==> config.mk <==
export PLATFORM = sky130hd
export DESIGN_NAME = id_ex_stage_register_flat
export DESIGN_NICKNAME = d
export VERILOG_FILES = /design/src/rtl/id_ex_stage_register_if.sv /design/src/rtl/id_ex_stage_register.sv /design/src/flat_wrapper.sv
export SDC_FILE = /design/constraint.sdc
export NUM_CORES = 1
export LEC_CHECK = 0
export ABC_AREA = 1
export BUFFER_PORTS_ARGS = -buffer_cell sky130_fd_sc_hd__buf_4
export CORE_MARGIN = 2
export CORE_UTILIZATION = 30
export DETAILED_ROUTE_END_ITERATION = 7
export PLACE_DENSITY_LB_ADDON = 0.05
export SLEW_MARGIN = 0
export SYNTH_ARGS = -nofsm -noshare
export SYNTH_HDL_FRONTEND = slang
export SYNTH_SLANG_ARGS = --single-unit
==> constraint.sdc <==
create_clock -name clk -period 0.8 [get_ports clk]
set_input_delay 0 -clock clk [delete_from_list [all_inputs] [get_ports clk]]
set_output_delay 0 -clock clk [all_outputs]
set_load 0.01 [all_outputs]
==> src/rtl/id_ex_stage_register_if.sv <==
// ID/EX stage bus: decode/hazard-side inputs and execute-side registered outputs.
// The master modport is the pipeline driver; the slave modport is the stage register.
interface id_ex_stage_register_if #(
    parameter int DATA_WIDTH     = 32,
    parameter int REG_ADDR_WIDTH = 5,
    parameter int CTRL_WIDTH     = 10
);
    logic                      Enable;
    logic                      DisableControlSignals;
    logic                      Flush;
    logic                      ID_Valid;
    logic [CTRL_WIDTH-1:0]     ID_Control;
    logic [DATA_WIDTH-1:0]     ID_ReadData1;
    logic [DATA_WIDTH-1:0]     ID_ReadData2;
    logic [DATA_WIDTH-1:0]     ID_SignExtImm;
    logic [DATA_WIDTH-1:0]     ID_PC_4;
    logic [REG_ADDR_WIDTH-1:0] ID_Rs;
    logic [REG_ADDR_WIDTH-1:0] ID_Rt;
    logic [REG_ADDR_WIDTH-1:0] ID_Rd;

    logic                      EX_Valid;
    logic [CTRL_WIDTH-1:0]     EX_Control;
    logic [DATA_WIDTH-1:0]     EX_ReadData1;
    logic [DATA_WIDTH-1:0]     EX_ReadData2;
    logic [DATA_WIDTH-1:0]     EX_SignExtImm;
    logic [DATA_WIDTH-1:0]     EX_PC_4;
    logic [REG_ADDR_WIDTH-1:0] EX_Rs;
    logic [REG_ADDR_WIDTH-1:0] EX_Rt;
    logic [REG_ADDR_WIDTH-1:0] EX_Rd;
    logic                      ID_EX_MemRead;
    logic [REG_ADDR_WIDTH-1:0] ID_EX_WriteRegister;

    modport master (
        output Enable, DisableControlSignals, Flush, ID_Valid, ID_Control,
               ID_ReadData1, ID_ReadData2, ID_SignExtImm, ID_PC_4, ID_Rs, ID_Rt, ID_Rd,
        input  EX_Valid, EX_Control, EX_ReadData1, EX_ReadData2, EX_SignExtImm, EX_PC_4,
               EX_Rs, EX_Rt, EX_Rd, ID_EX_MemRead, ID_EX_WriteRegister
    );

    modport slave (
        input  Enable, DisableControlSignals, Flush, ID_Valid, ID_Control,
               ID_ReadData1, ID_ReadData2, ID_SignExtImm, ID_PC_4, ID_Rs, ID_Rt, ID_Rd,
        output EX_Valid, EX_Control, EX_ReadData1, EX_ReadData2, EX_SignExtImm, EX_PC_4,
               EX_Rs, EX_Rt, EX_Rd, ID_EX_MemRead, ID_EX_WriteRegister
    );
endinterface

==> src/rtl/id_ex_stage_register.sv <==
// ID/EX pipeline register with flush, hold and hazard-unit bubble insertion.
// Optional STALL_STATS_EN adds saturating BubbleCount/FlushCount outputs.
module id_ex_stage_register #(
    parameter int DATA_WIDTH     = 32,
    parameter int REG_ADDR_WIDTH = 5,
    parameter int CTRL_WIDTH     = 10,
    parameter int MEMREAD_BIT    = 3,
    parameter int REGDST_BIT     = 0
) (
    input  logic                   clk,
    input  logic                   reset,
    id_ex_stage_register_if.slave  bus
`ifdef STALL_STATS_EN
    ,
    output logic [15:0]            BubbleCount,
    output logic [15:0]            FlushCount
`endif
);
    logic                      valid_q, valid_d;
    logic [CTRL_WIDTH-1:0]     ctrl_q, ctrl_d;
    logic [DATA_WIDTH-1:0]     rd1_q, rd1_d;
    logic [DATA_WIDTH-1:0]     rd2_q, rd2_d;
    logic [DATA_WIDTH-1:0]     imm_q, imm_d;
    logic [DATA_WIDTH-1:0]     pc4_q, pc4_d;
    logic [REG_ADDR_WIDTH-1:0] rs_q, rs_d;
    logic [REG_ADDR_WIDTH-1:0] rt_q, rt_d;
    logic [REG_ADDR_WIDTH-1:0] rd_q, rd_d;
    logic [REG_ADDR_WIDTH-1:0] wreg_q, wreg_d;

    logic flush_path;
    logic bubble_path;
    logic load_path;

    assign flush_path  = bus.Flush;
    assign bubble_path = !bus.Flush && bus.Enable && !bus.DisableControlSignals;
    assign load_path   = !bus.Flush && bus.Enable && bus.DisableControlSignals;

    always_comb begin
        valid_d = valid_q;
        ctrl_d  = ctrl_q;
        rd1_d   = rd1_q;
        rd2_d   = rd2_q;
        imm_d   = imm_q;
        pc4_d   = pc4_q;
        rs_d    = rs_q;
        rt_d    = rt_q;
        rd_d    = rd_q;
        wreg_d  = wreg_q;

        // Flush, bubble and load all capture the datapath; only hold keeps it.
        if (flush_path || bubble_path || load_path) begin
            rd1_d   = bus.ID_ReadData1;
            rd2_d   = bus.ID_ReadData2;
            imm_d   = bus.ID_SignExtImm;
            pc4_d   = bus.ID_PC_4;
            rs_d    = bus.ID_Rs;
            rt_d    = bus.ID_Rt;
            rd_d    = bus.ID_Rd;
            valid_d = 1'b0;
            ctrl_d  = '0;
            wreg_d  = '0;
        end

        // An invalid decode slot is treated exactly like a bubble.
        if (load_path && bus.ID_Valid) begin
            valid_d = 1'b1;
            ctrl_d  = bus.ID_Control;
            wreg_d  = bus.ID_Control[REGDST_BIT] ? bus.ID_Rd : bus.ID_Rt;
        end
    end

    always_ff @(posedge clk or negedge reset) begin
        if (!reset) begin
            valid_q <= 1'b0;
            ctrl_q  <= '0;
            rd1_q   <= '0;
            rd2_q   <= '0;
            imm_q   <= '0;
            pc4_q   <= '0;
            rs_q    <= '0;
            rt_q    <= '0;
            rd_q    <= '0;
            wreg_q  <= '0;
        end else begin
            valid_q <= valid_d;
            ctrl_q  <= ctrl_d;
            rd1_q   <= rd1_d;
            rd2_q   <= rd2_d;
            imm_q   <= imm_d;
            pc4_q   <= pc4_d;
            rs_q    <= rs_d;
            rt_q    <= rt_d;
            rd_q    <= rd_d;
            wreg_q  <= wreg_d;
        end
    end

    assign bus.EX_Valid            = valid_q;
    assign bus.EX_Control          = ctrl_q;
    assign bus.EX_ReadData1        = rd1_q;
    assign bus.EX_ReadData2        = rd2_q;
    assign bus.EX_SignExtImm       = imm_q;
    assign bus.EX_PC_4             = pc4_q;
    assign bus.EX_Rs               = rs_q;
    assign bus.EX_Rt               = rt_q;
    assign bus.EX_Rd               = rd_q;
    assign bus.ID_EX_MemRead       = ctrl_q[MEMREAD_BIT];
    assign bus.ID_EX_WriteRegister = wreg_q;

`ifdef STALL_STATS_EN
    logic [15:0] bubble_cnt_q, bubble_cnt_d;
    logic [15:0] flush_cnt_q, flush_cnt_d;

    always_comb begin
        bubble_cnt_d = bubble_cnt_q;
        flush_cnt_d  = flush_cnt_q;
        if (bubble_path && (bubble_cnt_q != 16'hFFFF))
            bubble_cnt_d = bubble_cnt_q + 16'd1;
        if (flush_path && (flush_cnt_q != 16'hFFFF))
            flush_cnt_d = flush_cnt_q + 16'd1;
    end

    always_ff @(posedge clk or negedge reset) begin
        if (!reset) begin
            bubble_cnt_q <= '0;
            flush_cnt_q  <= '0;
        end else begin
            bubble_cnt_q <= bubble_cnt_d;
            flush_cnt_q  <= flush_cnt_d;
        end
    end

    assign BubbleCount = bubble_cnt_q;
    assign FlushCount  = flush_cnt_q;
`endif
endmodule

==> src/flat_wrapper.sv <==
// flat-port wrapper written by rule: the top's interface ports become plain ports
module id_ex_stage_register_flat 
#(
    parameter int DATA_WIDTH     = 32,
    parameter int REG_ADDR_WIDTH = 5,
    parameter int CTRL_WIDTH     = 10,
    parameter int MEMREAD_BIT    = 3,
    parameter int REGDST_BIT     = 0
)
  (clk, reset, bus_Enable, bus_DisableControlSignals, bus_Flush, bus_ID_Valid, bus_ID_Control, bus_ID_ReadData1, bus_ID_ReadData2, bus_ID_SignExtImm, bus_ID_PC_4, bus_ID_Rs, bus_ID_Rt, bus_ID_Rd, bus_EX_Valid, bus_EX_Control, bus_EX_ReadData1, bus_EX_ReadData2, bus_EX_SignExtImm, bus_EX_PC_4, bus_EX_Rs, bus_EX_Rt, bus_EX_Rd, bus_ID_EX_MemRead, bus_ID_EX_WriteRegister);
  id_ex_stage_register_if #(.DATA_WIDTH(DATA_WIDTH), .REG_ADDR_WIDTH(REG_ADDR_WIDTH), .CTRL_WIDTH(CTRL_WIDTH)) bus_i ();
  input  logic clk;
  input  logic reset;
  input wire logic [$bits(bus_i.Enable)-1:0] bus_Enable;
  input wire logic [$bits(bus_i.DisableControlSignals)-1:0] bus_DisableControlSignals;
  input wire logic [$bits(bus_i.Flush)-1:0] bus_Flush;
  input wire logic [$bits(bus_i.ID_Valid)-1:0] bus_ID_Valid;
  input wire logic [$bits(bus_i.ID_Control)-1:0] bus_ID_Control;
  input wire logic [$bits(bus_i.ID_ReadData1)-1:0] bus_ID_ReadData1;
  input wire logic [$bits(bus_i.ID_ReadData2)-1:0] bus_ID_ReadData2;
  input wire logic [$bits(bus_i.ID_SignExtImm)-1:0] bus_ID_SignExtImm;
  input wire logic [$bits(bus_i.ID_PC_4)-1:0] bus_ID_PC_4;
  input wire logic [$bits(bus_i.ID_Rs)-1:0] bus_ID_Rs;
  input wire logic [$bits(bus_i.ID_Rt)-1:0] bus_ID_Rt;
  input wire logic [$bits(bus_i.ID_Rd)-1:0] bus_ID_Rd;
  output wire logic [$bits(bus_i.EX_Valid)-1:0] bus_EX_Valid;
  output wire logic [$bits(bus_i.EX_Control)-1:0] bus_EX_Control;
  output wire logic [$bits(bus_i.EX_ReadData1)-1:0] bus_EX_ReadData1;
  output wire logic [$bits(bus_i.EX_ReadData2)-1:0] bus_EX_ReadData2;
  output wire logic [$bits(bus_i.EX_SignExtImm)-1:0] bus_EX_SignExtImm;
  output wire logic [$bits(bus_i.EX_PC_4)-1:0] bus_EX_PC_4;
  output wire logic [$bits(bus_i.EX_Rs)-1:0] bus_EX_Rs;
  output wire logic [$bits(bus_i.EX_Rt)-1:0] bus_EX_Rt;
  output wire logic [$bits(bus_i.EX_Rd)-1:0] bus_EX_Rd;
  output wire logic [$bits(bus_i.ID_EX_MemRead)-1:0] bus_ID_EX_MemRead;
  output wire logic [$bits(bus_i.ID_EX_WriteRegister)-1:0] bus_ID_EX_WriteRegister;
  assign bus_i.Enable = bus_Enable;
  assign bus_i.DisableControlSignals = bus_DisableControlSignals;
  assign bus_i.Flush = bus_Flush;
  assign bus_i.ID_Valid = bus_ID_Valid;
  assign bus_i.ID_Control = bus_ID_Control;
  assign bus_i.ID_ReadData1 = bus_ID_ReadData1;
  assign bus_i.ID_ReadData2 = bus_ID_ReadData2;
  assign bus_i.ID_SignExtImm = bus_ID_SignExtImm;
  assign bus_i.ID_PC_4 = bus_ID_PC_4;
  assign bus_i.ID_Rs = bus_ID_Rs;
  assign bus_i.ID_Rt = bus_ID_Rt;
  assign bus_i.ID_Rd = bus_ID_Rd;
  assign bus_EX_Valid = bus_i.EX_Valid;
  assign bus_EX_Control = bus_i.EX_Control;
  assign bus_EX_ReadData1 = bus_i.EX_ReadData1;
  assign bus_EX_ReadData2 = bus_i.EX_ReadData2;
  assign bus_EX_SignExtImm = bus_i.EX_SignExtImm;
  assign bus_EX_PC_4 = bus_i.EX_PC_4;
  assign bus_EX_Rs = bus_i.EX_Rs;
  assign bus_EX_Rt = bus_i.EX_Rt;
  assign bus_EX_Rd = bus_i.EX_Rd;
  assign bus_ID_EX_MemRead = bus_i.ID_EX_MemRead;
  assign bus_ID_EX_WriteRegister = bus_i.ID_EX_WriteRegister;
  id_ex_stage_register #(.DATA_WIDTH(DATA_WIDTH), .REG_ADDR_WIDTH(REG_ADDR_WIDTH), .CTRL_WIDTH(CTRL_WIDTH), .MEMREAD_BIT(MEMREAD_BIT), .REGDST_BIT(REGDST_BIT)) u_core (.clk(clk), .reset(reset), .bus(bus_i));
endmodule
# Word-level counts from Yosys, hierarchy flattened
# Index checks and enable logic that the tools add are counted.
# totals
register_bits	159
in_bits	159
word_cells	26
# classes
n_mux	7
n_reduce_logical	9
# ops
operator	n
$mux W10	2
$mux W5	3
$logic_and A1 B1 Y1	4
$logic_not A1 Y1	2
$logic_or A1 B1 Y1	2
$mux W1	2
$reduce_bool A2 Y1	1

# Depth between registers and ports, before layout
# Gate-level depths: netlist (run 1).
# depth
word_depth	7
mapped_depth	6

# Least setup slack after synthesis (run 1)
# Ideal clock, no wire load.
# synth_timing
path_kind	in2reg
from	input bus_Flush
to	register u_core.pc4_q[15], in the netlist u_core.bus.EX_PC_4[15]
setup_ps	116
t_arrival_ps	534
required_time_ps	684
slack_ps	149
stages	6
n_path_buf	2
path_cell_list	nor2_4 > inv_2 > buf_4 > buf_6 > nand2_1 > nand2_1
# synth_between
elab_chain_len	5
# synth_lines
element	line	source
from (decl)	flat_wrapper.sv:16	input wire logic [$bits(bus_i.Flush)-1:0] bus_Flush;
$logic_not A1 Y1	id_ex_stage_register.sv:35, id_ex_stage_register.sv:36	
$logic_and A1 B1 Y1	id_ex_stage_register.sv:35, id_ex_stage_register.sv:36	
$logic_and A1 B1 Y1	id_ex_stage_register.sv:35	assign bubble_path = !bus.Flush && bus.Enable && !bus.DisableControlSignals;
$logic_or A1 B1 Y1	id_ex_stage_register.sv:51	if (flush_path || bubble_path || load_path) begin
$logic_or A1 B1 Y1 *	id_ex_stage_register.sv:51	
to (signal assigned)	id_ex_stage_register.sv:90	pc4_q <= pc4_d;
to (decl)	id_ex_stage_register.sv:24	logic [DATA_WIDTH-1:0] pc4_q, pc4_d;
# Every way passes the cells marked *; elsewhere a longest branch is shown, timed or not.
# A chain may end at the register's enable or synchronous reset.

# Final worst setup path (run 1)
# layout_timing
from	register u_core.ctrl_q[3], in the netlist u_core.bus.EX_Control[3]
to	output bus_EX_Control[3]
# layout_lines
element	line	source
from (decl)	id_ex_stage_register.sv:20	logic [CTRL_WIDTH-1:0] ctrl_q, ctrl_d;
from (signal assigned)	id_ex_stage_register.sv:86	ctrl_q <= ctrl_d;
to (decl)	flat_wrapper.sv:27	output wire logic [$bits(bus_i.EX_Control)-1:0] bus_EX_Control;
# No word-level cell between the ends.

==> flow_summary.html, run 1 <==
<table>
<tr><th>Metric</th><th>Value</th></tr>
<tr><th colspan="2">Outcome</th></tr>
<tr><td>Result of the run</td><td>finished with violations</td></tr>
<tr><td>Violations in the final reports</td><td>hold timing, setup timing</td></tr>
<tr><th colspan="2">Global route</th></tr>
<tr><td>Antenna violations before repair</td><td>0</td></tr>
<tr><td>Met2 GRT Util</td><td>33.4%</td></tr>
<tr><td>Busiest grt layer</td><td>met2</td></tr>
<tr><td>GR met3 Demand/Resource</td><td>6.02%</td></tr>
<tr><td>Global-route wire length before repair</td><td>34.2 mm</td></tr>
<tr><td>Met1 layer usage reported by global route</td><td>23.9%</td></tr>
<tr><td>Overall overflow remaining after global route</td><td>0</td></tr>
<tr><td>Via count of the first global-routing pass</td><td>6823</td></tr>
<tr><td>All-Layer GR Usage</td><td>19.6%</td></tr>
<tr><td>Pin count of the biggest net entering global routing</td><td>60</td></tr>
<tr><th colspan="2">Cells and area</th></tr>
<tr><td>Area taken by flip-flops and latches</td><td>3980 um^2</td></tr>
<tr><td>Fin cells</td><td>1513</td></tr>
<tr><td>Area growth syn-to-layout</td><td>98.0%</td></tr>
<tr><td>Layout filler cell count</td><td>1794</td></tr>
<tr><td>Fraction of final layout cells with drive strength greater than 1</td><td>36.0%</td></tr>
<tr><td>Finished Cell Area</td><td>12200 um^2</td></tr>
<tr><td>Count of inserted antenna diode cells</td><td>0</td></tr>
<tr><td>Area of combinational cells with multiple inputs</td><td>1880 um^2</td></tr>
<tr><td>Number of nets in the layout</td><td>1389</td></tr>
<tr><th colspan="2">Setup path</th></tr>
<tr><td>Biggest fanout along the worst timing path</td><td>3</td></tr>
<tr><td>Data arrival, critical path</td><td>0.98 ns</td></tr>
<tr><td>Cell breakdown of the critical path</td><td>buf_6</td></tr>
<tr><td>Element type at the critical path start</td><td>flip-flop</td></tr>
<tr><td>CP Capture Type</td><td>output port</td></tr>
<tr><td>Worst path buffer plus inverter count</td><td>1</td></tr>
<tr><td>Crit-path slowest cell</td><td>sky130_fd_sc_hd__dfrtp_2</td></tr>
<tr><td>Worst path top cell family by delay</td><td>flip-flops</td></tr>
<tr><td>Path type of the worst setup path</td><td>flip-flop to output port</td></tr>
<tr><td>Largest incremental delay on the critical path</td><td>0.44 ns</td></tr>
<tr><td>CP Data Required Time</td><td>0.80 ns</td></tr>
<tr><th colspan="2">Die</th></tr>
<tr><td># rows</td><td>52</td></tr>
<tr><td>Initial standard-cell utilization of the core</td><td>30.6%</td></tr>
<tr><td>Die Y</td><td>147 um</td></tr>
<tr><td>Total I/O pin count</td><td>319</td></tr>
<tr><td>Die area</td><td>21700 um^2</td></tr>
<tr><td>CORE AREA</td><td>20200 um^2</td></tr>
<tr><td>Horizontal die dimension</td><td>147 um</td></tr>
<tr><th colspan="2">Synthesis</th></tr>
<tr><td>Top area cells in the synthesized netlist</td><td>sky130_fd_sc_hd__dfrtp_1 65%, sky130_fd_sc_hd__nand2_1 29%, sky130_fd_sc_hd__buf_6 2.7%</td></tr>
<tr><td>Number of different library cells in the post-synthesis netlist</td><td>11</td></tr>
<tr><td>Share of synthesized cell area in full adder, half adder and majority cells</td><td>0%</td></tr>
<tr><td>Largest family of logic cells by synthesized area</td><td>simple AND/OR/NAND/NOR gates</td></tr>
<tr><td>Compound-gate portion of the synthesized area</td><td>0.893%</td></tr>
<tr><td>Number of nets produced by synthesis</td><td>846</td></tr>
<tr><td>Simple logic cell fraction of the synthesized area</td><td>29.2%</td></tr>
<tr><td>Xor-xnor portion of the synthesized cell area</td><td>0%</td></tr>
<tr><td>Yosys Warn Count</td><td>0</td></tr>
<tr><td>Fraction of post-synthesis cell area in the top cell type by area</td><td>64.6%</td></tr>
<tr><td>Portion of the post-synthesis area used by sequential elements</td><td>64.6%</td></tr>
<tr><td>Multiplexer fraction of the synthesized cell area</td><td>0%</td></tr>
<tr><td>Mean instance size in the synthesized netlist</td><td>8.97 um^2</td></tr>
<tr><td>Number of standard cells after synthesis</td><td>687</td></tr>
<tr><td>Seq cells post-synth</td><td>159</td></tr>
<tr><td>Cell type with the largest total area after synthesis</td><td>sky130_fd_sc_hd__dfrtp_1</td></tr>
<tr><td>Netlist area before placement</td><td>6160 um^2</td></tr>
<tr><th colspan="2">Detailed routing</th></tr>
<tr><td>Total number of vias</td><td>6393</td></tr>
<tr><td>Via/cell ratio</td><td>4.23</td></tr>
<tr><td>Post-Route WL</td><td>21.7 mm</td></tr>
<tr><td>Detailed Routing Iterations Pass 1</td><td>4</td></tr>
<tr><td>Violation count after the first detailed-routing iteration</td><td>228</td></tr>
<tr><td>Routed len/inst</td><td>14.3 um</td></tr>
<tr><td>DRC errors left</td><td>0</td></tr>
<tr><td>Number of routed nets with antenna violations</td><td>0</td></tr>
<tr><th colspan="2">Clock tree</th></tr>
<tr><td>Clock tree sinks</td><td>159</td></tr>
<tr><td>CTS Root Buffer Type</td><td>sky130_fd_sc_hd__clkbuf_16</td></tr>
<tr><td>CTS buffer count</td><td>17</td></tr>
<tr><td>Clock insertion delay at the later pin of the skew report</td><td>0.41 ns</td></tr>
<tr><td>Count of H-tree levels built during CTS</td><td>4</td></tr>
<tr><td>Maximum number of buffers from clock root to sink</td><td>2</td></tr>
<tr><td>Clock tree from TritonCTS</td><td>done</td></tr>
<tr><td>Clock transition at the registers of the reported paths</td><td>0.07 ns</td></tr>
<tr><th colspan="2">Timing</th></tr>
<tr><td>Final Skew</td><td>0 ns</td></tr>
<tr><td>Final hold violations</td><td>8</td></tr>
<tr><td>Final worst path period share</td><td>123%</td></tr>
<tr><td>Worst Tran Pin Value</td><td>0.308 ns</td></tr>
<tr><td>Max Fclk</td><td>1.02 GHz</td></tr>
<tr><td>Endpoints failing setup</td><td>167</td></tr>
<tr><td>Relative slew slack</td><td>79.4%</td></tr>
<tr><td>Final Critical Period</td><td>0.983 ns</td></tr>
<tr><td>Fin. max-slew vios</td><td>0</td></tr>
<tr><td>Min setup slack post-route</td><td>-0.183 ns</td></tr>
<tr><td>RSZ-0062 raised after global routing</td><td>true</td></tr>
<tr><td>Final TNS setup</td><td>-21.76 ns</td></tr>
<tr><td>Hold Worst Slack</td><td>-0.0108 ns</td></tr>
<tr><th colspan="2">Placed design</th></tr>
<tr><td>Placed instance count</td><td>1262</td></tr>
<tr><td>Placed standard-cell area</td><td>8940 um^2</td></tr>
<tr><td>GPL Wtd Cong</td><td>0.737</td></tr>
<tr><td>Minimum setup slack after placement</td><td>-0.121 ns</td></tr>
<tr><td>Number of port buffers</td><td>318</td></tr>
<tr><td>Final HPWL from detailed placement</td><td>13.5 mm</td></tr>
<tr><th colspan="2">Power</th></tr>
<tr><td>Leakage power total</td><td>6.47 nW</td></tr>
<tr><td>Part of the power in the clock network</td><td>35.9%</td></tr>
<tr><td>Max VDD drop</td><td>0.00135 V</td></tr>
<tr><td>Areal power density over the cells</td><td>1760 nW/um^2</td></tr>
<tr><td>Internal power</td><td>15.7 mW</td></tr>
<tr><td>Switching portion of total power</td><td>26.9%</td></tr>
<tr><td>Sw power</td><td>5.80 mW</td></tr>
<tr><td>Portion of total power attributed to sequential cells</td><td>42.4%</td></tr>
<tr><td>Part of the total power dissipated in combinational logic</td><td>21.7%</td></tr>
<tr><th colspan="2">Run</th></tr>
<tr><td>Number of maximum-capacitance constraint violations</td><td>0</td></tr>
<tr><th colspan="2">Worst hold path</th></tr>
<tr><td>Worst min path class</td><td>input port to async pin</td></tr>
</table>
[kinds of logic (layout without fill, tap and decap cells)]
| family | count (synthesis) | after routing |
|---|---|---|
| AOI/OAI and AO/OA | 11 | 11 |
| buffers and inverters | 44 | 600 |
| DFF | 159 | 159 |
| and+or+nand+nor | 473 | 473 |
[final timing paths]
check                                             from                           to  slack (ns)  cells past startpoint
min reg2reg                u_core.bus.EX_ReadData1[20]  u_core.bus.EX_ReadData1[20]        0.50                      2
max reg2reg                      u_core.bus.EX_PC_4[5]        u_core.bus.EX_PC_4[5]       -0.08                      4
max in group asynchronous                        reset  u_core.bus.EX_ReadData2[23]        0.30                      3
min in group clk                            bus_Enable   u_core.bus.EX_ReadData1[2]        0.04                      5
min                                              reset  u_core.bus.EX_ReadData1[18]       -0.01                      2
max                           u_core.bus.EX_Control[3]            bus_EX_Control[3]       -0.18                      1
[state kept, by name, summed over array words and instances (netlist names)]
name,count
u_core.bus.EX_Valid,1
u_core.bus.EX_Rs,5
u_core.bus.EX_ReadData2,32
u_core.bus.EX_PC_4,32
u_core.bus.EX_ReadData1,32
u_core.bus.EX_Control,10
u_core.bus.EX_Rd,5
u_core.bus.EX_SignExtImm,32
u_core.bus.EX_Rt,5
u_core.bus.ID_EX_WriteRegister,5
[Yosys cell counts (all sizes together)]
cell and number:
buf 35, clkbuf 1, dfrtp 159, inv 8, nand2 470, nand3 1, nor2 2, o21ai 11
[power by group through the flow]
stage               Clock [mW]  Combinational (mW)  Sequential, mW
global placement             0                3.27            9.15
global route              8.32                5.06            9.20
CTS                       7.92                4.44            9.12
detailed placement           0                3.28            9.14
finish                    7.72                4.67            9.14
floorplan                    0               0.843            9.43
[metrics by stage]
stage / power (mW) / util (%)
4_1_cts: 21.5 / 58.8
2_1_floorplan: 10.3 / -
3_3_place_gp: 12.4 / 44.3
5_1_grt: 22.6 / 60.5
3_5_place_dp: 12.4 / 44.3
6_report: 21.5 / 60.5
[layout by cell type (no fill, tap or decap), drive strengths merged]
master | netlist | final
clkbuf | 1 | 21
nand2 | 470 | 470
clkinv | 0 | 2
clkinvlp | 0 | 4
inv | 8 | 14
nand3 | 1 | 1
nor2 | 2 | 2
dlymetal6s4s | 0 | 1
o21ai | 11 | 11
buf | 35 | 402
dfrtp | 159 | 159
dlygate4sd3 | 0 | 156
[per-layer routing]
metal	routed length, um	share of wire, %
met5	0	0
met4	452	2.1
met3	1500	6.9
met2	10600	49
met1	9100	42
[layout make-up]
class	instances	share of cell area (%)
repair buffers	560	44.4
well taps	270	2.77
clock inverters	12	0.820
inverters	8	0.267
clock buffers	20	3.74
flip-flops and latches	159	32.6
multi-input cells	484	15.4
[what timing repair did]
item / in CTS / in global routing
buffers inserted: 29 / 37
endpoints found under the hold margin: 318 / 11
pin swaps: 0 / 11
endpoints found under the setup margin: 160 / 180
resized for setup: 158 / 23
hold buffers: 156 / 1
cloned: 0 / 1
No activity file was read; power rests on OpenSTA's default activity.
==> run 2, diff against run 1 <==
--- a/config.mk
+++ b/config.mk
@@ -15,3 +15,4 @@
 export SYNTH_ARGS = -nofsm -noshare
 export SYNTH_HDL_FRONTEND = slang
 export SYNTH_SLANG_ARGS = --single-unit
+export TNS_END_PERCENT = 30
==> flow_summary.html, run 2 (same netlist as run 1, synthesis figures left out) <==
<table>
<tr><th>Metric</th><th>Value</th></tr>
<tr><th colspan="2">Placed design</th></tr>
<tr><td>GPL Wtd Cong</td><td>0.737 (unchanged)</td></tr>
<tr><td>Final HPWL from detailed placement</td><td>13.5 mm (unchanged)</td></tr>
<tr><td>Number of port buffers</td><td>318 (unchanged)</td></tr>
<tr><td>Placed standard-cell area</td><td>8940 um^2 (unchanged)</td></tr>
<tr><td>Minimum setup slack after placement</td><td>-0.121 ns (unchanged)</td></tr>
<tr><th colspan="2">Setup path</th></tr>
<tr><td>Cell breakdown of the critical path</td><td>buf_6</td></tr>
<tr><td>Start point of the critical path</td><td>u_core.bus.EX_Control[3]</td></tr>
<tr><td>Largest incremental delay on the critical path</td><td>0.44 ns (about the same)</td></tr>
<tr><td>Endpoint of the worst setup timing path</td><td>bus_EX_Control[3]</td></tr>
<tr><td>Reg-to-Reg End</td><td>u_core.bus.EX_Rt[2]</td></tr>
<tr><td>Data arrival, critical path</td><td>0.98 ns (about the same)</td></tr>
<tr><td>Element type at the critical path start</td><td>flip-flop</td></tr>
<tr><td>Worst R2R Path Depth</td><td>3 (-1)</td></tr>
<tr><td>Path type of the worst setup path</td><td>flip-flop to output port</td></tr>
<tr><td>CP Capture Type</td><td>output port</td></tr>
<tr><td>Setup slack, reg-to-reg</td><td>0.04 ns (+0.12 ns)</td></tr>
<tr><td>Beginning of the worst register-to-register path</td><td>u_core.bus.EX_Rt[2]</td></tr>
<tr><td>Biggest fanout along the worst timing path</td><td>3 (unchanged)</td></tr>
<tr><td>Cell count along the critical path</td><td>1 (unchanged)</td></tr>
<tr><td>Worst path buffer plus inverter count</td><td>1 (unchanged)</td></tr>
<tr><td>Crit-path slowest cell</td><td>sky130_fd_sc_hd__dfrtp_2</td></tr>
<tr><td>CP Data Required Time</td><td>0.80 ns (about the same)</td></tr>
<tr><td>Worst path top cell family by delay</td><td>flip-flops</td></tr>
<tr><th colspan="2">Cells and area</th></tr>
<tr><td>Number of nets in the layout</td><td>1345 (-3.2%)</td></tr>
<tr><td>Count of inserted antenna diode cells</td><td>0 (unchanged)</td></tr>
<tr><td>Area taken by flip-flops and latches</td><td>3980 um^2 (unchanged)</td></tr>
<tr><td>Fraction of final layout cells with drive strength greater than 1</td><td>33.1% (-2.9 points)</td></tr>
<tr><td>Layout filler cell count</td><td>1840 (+2.6%)</td></tr>
<tr><td>Finished Cell Area</td><td>11800 um^2 (-3.2%)</td></tr>
<tr><td>Area of combinational cells with multiple inputs</td><td>1860 um^2 (-1.1%)</td></tr>
<tr><td>Area growth syn-to-layout</td><td>91.6%</td></tr>
<tr><td>Most common library cell in the layout ignoring fill and taps</td><td>sky130_fd_sc_hd__nand2_1</td></tr>
<tr><td>Most frequent cells in the layout</td><td>470 x sky130_fd_sc_hd__nand2_1, 185 x sky130_fd_sc_hd__buf_4, 161 x sky130_fd_sc_hd__buf_6, 158 x sky130_fd_sc_hd__dfrtp_1, 156 x sky130_fd_sc_hd__dlygate4sd3_1</td></tr>
<tr><th colspan="2">Worst hold path</th></tr>
<tr><td>Worst min path class</td><td>input port to flip-flop</td></tr>
<tr><th colspan="2">Die</th></tr>
<tr><td>Horizontal die dimension</td><td>147 um (unchanged)</td></tr>
<tr><td>Die area</td><td>21700 um^2 (unchanged)</td></tr>
<tr><td>Initial standard-cell utilization of the core</td><td>30.6% (unchanged)</td></tr>
<tr><td>CORE AREA</td><td>20200 um^2 (unchanged)</td></tr>
<tr><td># rows</td><td>52 (unchanged)</td></tr>
<tr><td>Total I/O pin count</td><td>319 (unchanged)</td></tr>
<tr><td>Die Y</td><td>147 um (unchanged)</td></tr>
<tr><th colspan="2">Timing</th></tr>
<tr><td>Hold Worst Slack</td><td>-0.0770 ns (-0.0663 ns)</td></tr>
<tr><td>Final Critical Period</td><td>0.978 ns (-0.00527 ns)</td></tr>
<tr><td>Final hold violations</td><td>10 (+2)</td></tr>
<tr><td>Worst Tran Pin Value</td><td>0.309 ns (+0.000779 ns)</td></tr>
<tr><td>Max Fclk</td><td>1.02 GHz (+0.54%)</td></tr>
<tr><td>Final Skew</td><td>0 ns (unchanged)</td></tr>
<tr><td>Fin. max-slew vios</td><td>0 (unchanged)</td></tr>
<tr><td>RSZ-0062 raised after global routing</td><td>true</td></tr>
<tr><td>Final worst path period share</td><td>122% (-0.66 points)</td></tr>
<tr><td>Endpoints failing setup</td><td>160 (-4.2%)</td></tr>
<tr><td>Relative slew slack</td><td>79.4% (about the same)</td></tr>
<tr><td>Min setup slack post-route</td><td>-0.178 ns (+0.00527 ns)</td></tr>
<tr><th colspan="2">Clock tree</th></tr>
<tr><td>CTS Root Buffer Type</td><td>sky130_fd_sc_hd__clkbuf_16</td></tr>
<tr><td>Count of H-tree levels built during CTS</td><td>4 (unchanged)</td></tr>
<tr><td>Clock tree sinks</td><td>159 (unchanged)</td></tr>
<tr><td>Maximum number of buffers from clock root to sink</td><td>2 (unchanged)</td></tr>
<tr><td>Cts hold-fix bufs</td><td>156 (unchanged)</td></tr>
<tr><td>Clock tree from TritonCTS</td><td>done</td></tr>
<tr><td>Clock transition at the registers of the reported paths</td><td>0.06 ns (about the same)</td></tr>
<tr><td>CTS buffer count</td><td>17 (unchanged)</td></tr>
<tr><td>Clock insertion delay at the later pin of the skew report</td><td>0.40 ns (about the same)</td></tr>
<tr><th colspan="2">Outcome</th></tr>
<tr><td>Violations in the final reports</td><td>hold timing, setup timing</td></tr>
<tr><td>Result of the run</td><td>finished with violations</td></tr>
<tr><th colspan="2">Detailed routing</th></tr>
<tr><td>Violation count after the first detailed-routing iteration</td><td>222 (-2.6%)</td></tr>
<tr><td>Routed len/inst</td><td>14.2 um (-1.1%)</td></tr>
<tr><td>Detailed Routing Iterations Pass 1</td><td>4 (unchanged)</td></tr>
<tr><td>Number of routed nets with antenna violations</td><td>0 (unchanged)</td></tr>
<tr><td>DRC errors left</td><td>0 (unchanged)</td></tr>
<tr><td>Post-Route WL</td><td>20.8 mm (-3.9%)</td></tr>
<tr><td>Total number of vias</td><td>6211 (-2.8%)</td></tr>
<tr><td>Via/cell ratio</td><td>4.23 (about the same)</td></tr>
<tr><th colspan="2">Power</th></tr>
<tr><td>Max VDD drop</td><td>0.00134 V (-0.46%)</td></tr>
<tr><td>Leakage power total</td><td>6.23 nW (-3.7%)</td></tr>
<tr><td>Areal power density over the cells</td><td>1790 nW/um^2 (+1.7%)</td></tr>
<tr><th colspan="2">Global route</th></tr>
<tr><td>Antenna violations before repair</td><td>0 (unchanged)</td></tr>
<tr><td>Via count of the first global-routing pass</td><td>6711 (-1.6%)</td></tr>
<tr><td>Global-route wire length before repair</td><td>33.7 mm (-1.4%)</td></tr>
<tr><td>Overall overflow remaining after global route</td><td>0 (unchanged)</td></tr>
<tr><td>Pin count of the biggest net entering global routing</td><td>60 (unchanged)</td></tr>
<tr><td>All-Layer GR Usage</td><td>19.3% (-0.27 points)</td></tr>
<tr><th colspan="2">Run</th></tr>
<tr><td>Number of maximum-capacitance constraint violations</td><td>0 (unchanged)</td></tr>
</table>
## run 2: cell count changes in the layout (fill, tap and decap cells not counted)
cell	change
sky130_fd_sc_hd__buf_4	-36
sky130_fd_sc_hd__nand2_1	+8
sky130_fd_sc_hd__nand2_2	-8
sky130_fd_sc_hd__buf_6	-6
sky130_fd_sc_hd__clkbuf_16	-1
sky130_fd_sc_hd__dlymetal6s4s_1	-1
sky130_fd_sc_hd__o21ai_0	+1
sky130_fd_sc_hd__o21ai_1	-1
## run 2: layer usage
metal | global-route usage, % | part of all wire [%] | vias to the layer above
met3 | 5.96 | 7.4 | 31
li1 | - | - | 3059
met2 | 32.8 | 49 | 224
met1 | 23.7 | 42 | 2897
met5 | 0 | 0 | -
met4 | 5.87 | 2.1 | 0
## run 2: worst min path at each step
stage	to	cells after the start	startpoint	slack (ns)
floorplan	u_core.bus.EX_Control[0]	0	reset	-0.30
global placement	u_core.bus.EX_PC_4[13]	1	reset	-0.14
detailed placement	u_core.bus.EX_PC_4[13]	1	reset	-0.15
CTS	u_core.bus.EX_Valid	4	bus_Flush	-0.06
global route	u_core.bus.EX_Valid	4	bus_Flush	-0.07
finish	u_core.bus.EX_Valid	4	bus_Flush	-0.08
## run 2: worst min-delay path, stage by stage
cell	delay, ns
sky130_fd_sc_hd__buf_4	0.10
sky130_fd_sc_hd__inv_1	0.06
sky130_fd_sc_hd__nand3_4	0.08
sky130_fd_sc_hd__o21ai_1	0.06
## run 2: report_power, final
group	leakage (nW)	total, mW	internal [mW]	switching [mW]
Combinational	4.04	4.35	2.62	1.73
Clock	0.261	7.69	4.21	3.48
Sequential	1.93	9.13	8.67	0.469
Total	6.23	21.2	15.5	5.68
## run 2: what timing repair did
action	in CTS	in global routing
gates cloned	0	0
resized for setup	158	7
buffers inserted	7	12
endpoints found under the setup margin	160	178
endpoints found under the hold margin	318	11
pin swaps	0	1
## run 2: cell type report
type / instances / share of cell area, %
Clock inverter: 12 / 0.848
Timing Repair Buffer: 516 / 42.7
Sequential cell: 159 / 33.7
Inverter: 8 / 0.275
Multi-Input combinational cell: 484 / 15.7
Clock buffer: 20 / 3.87
Tap cell: 270 / 2.86
## run 2: stage by stage
step	setup TNS, ns	std cells	utilization, %	power, mW
after floorplan	0	687	-	10.3
after global placement	-10.91	1262	44.3	12.4
after detailed placement	-13.13	1262	44.3	12.4
after CTS	-24.53	1457	58.0	21.4
after global routing	-28.16	1469	58.6	22.3
final	-21.19	1469	58.6	21.2
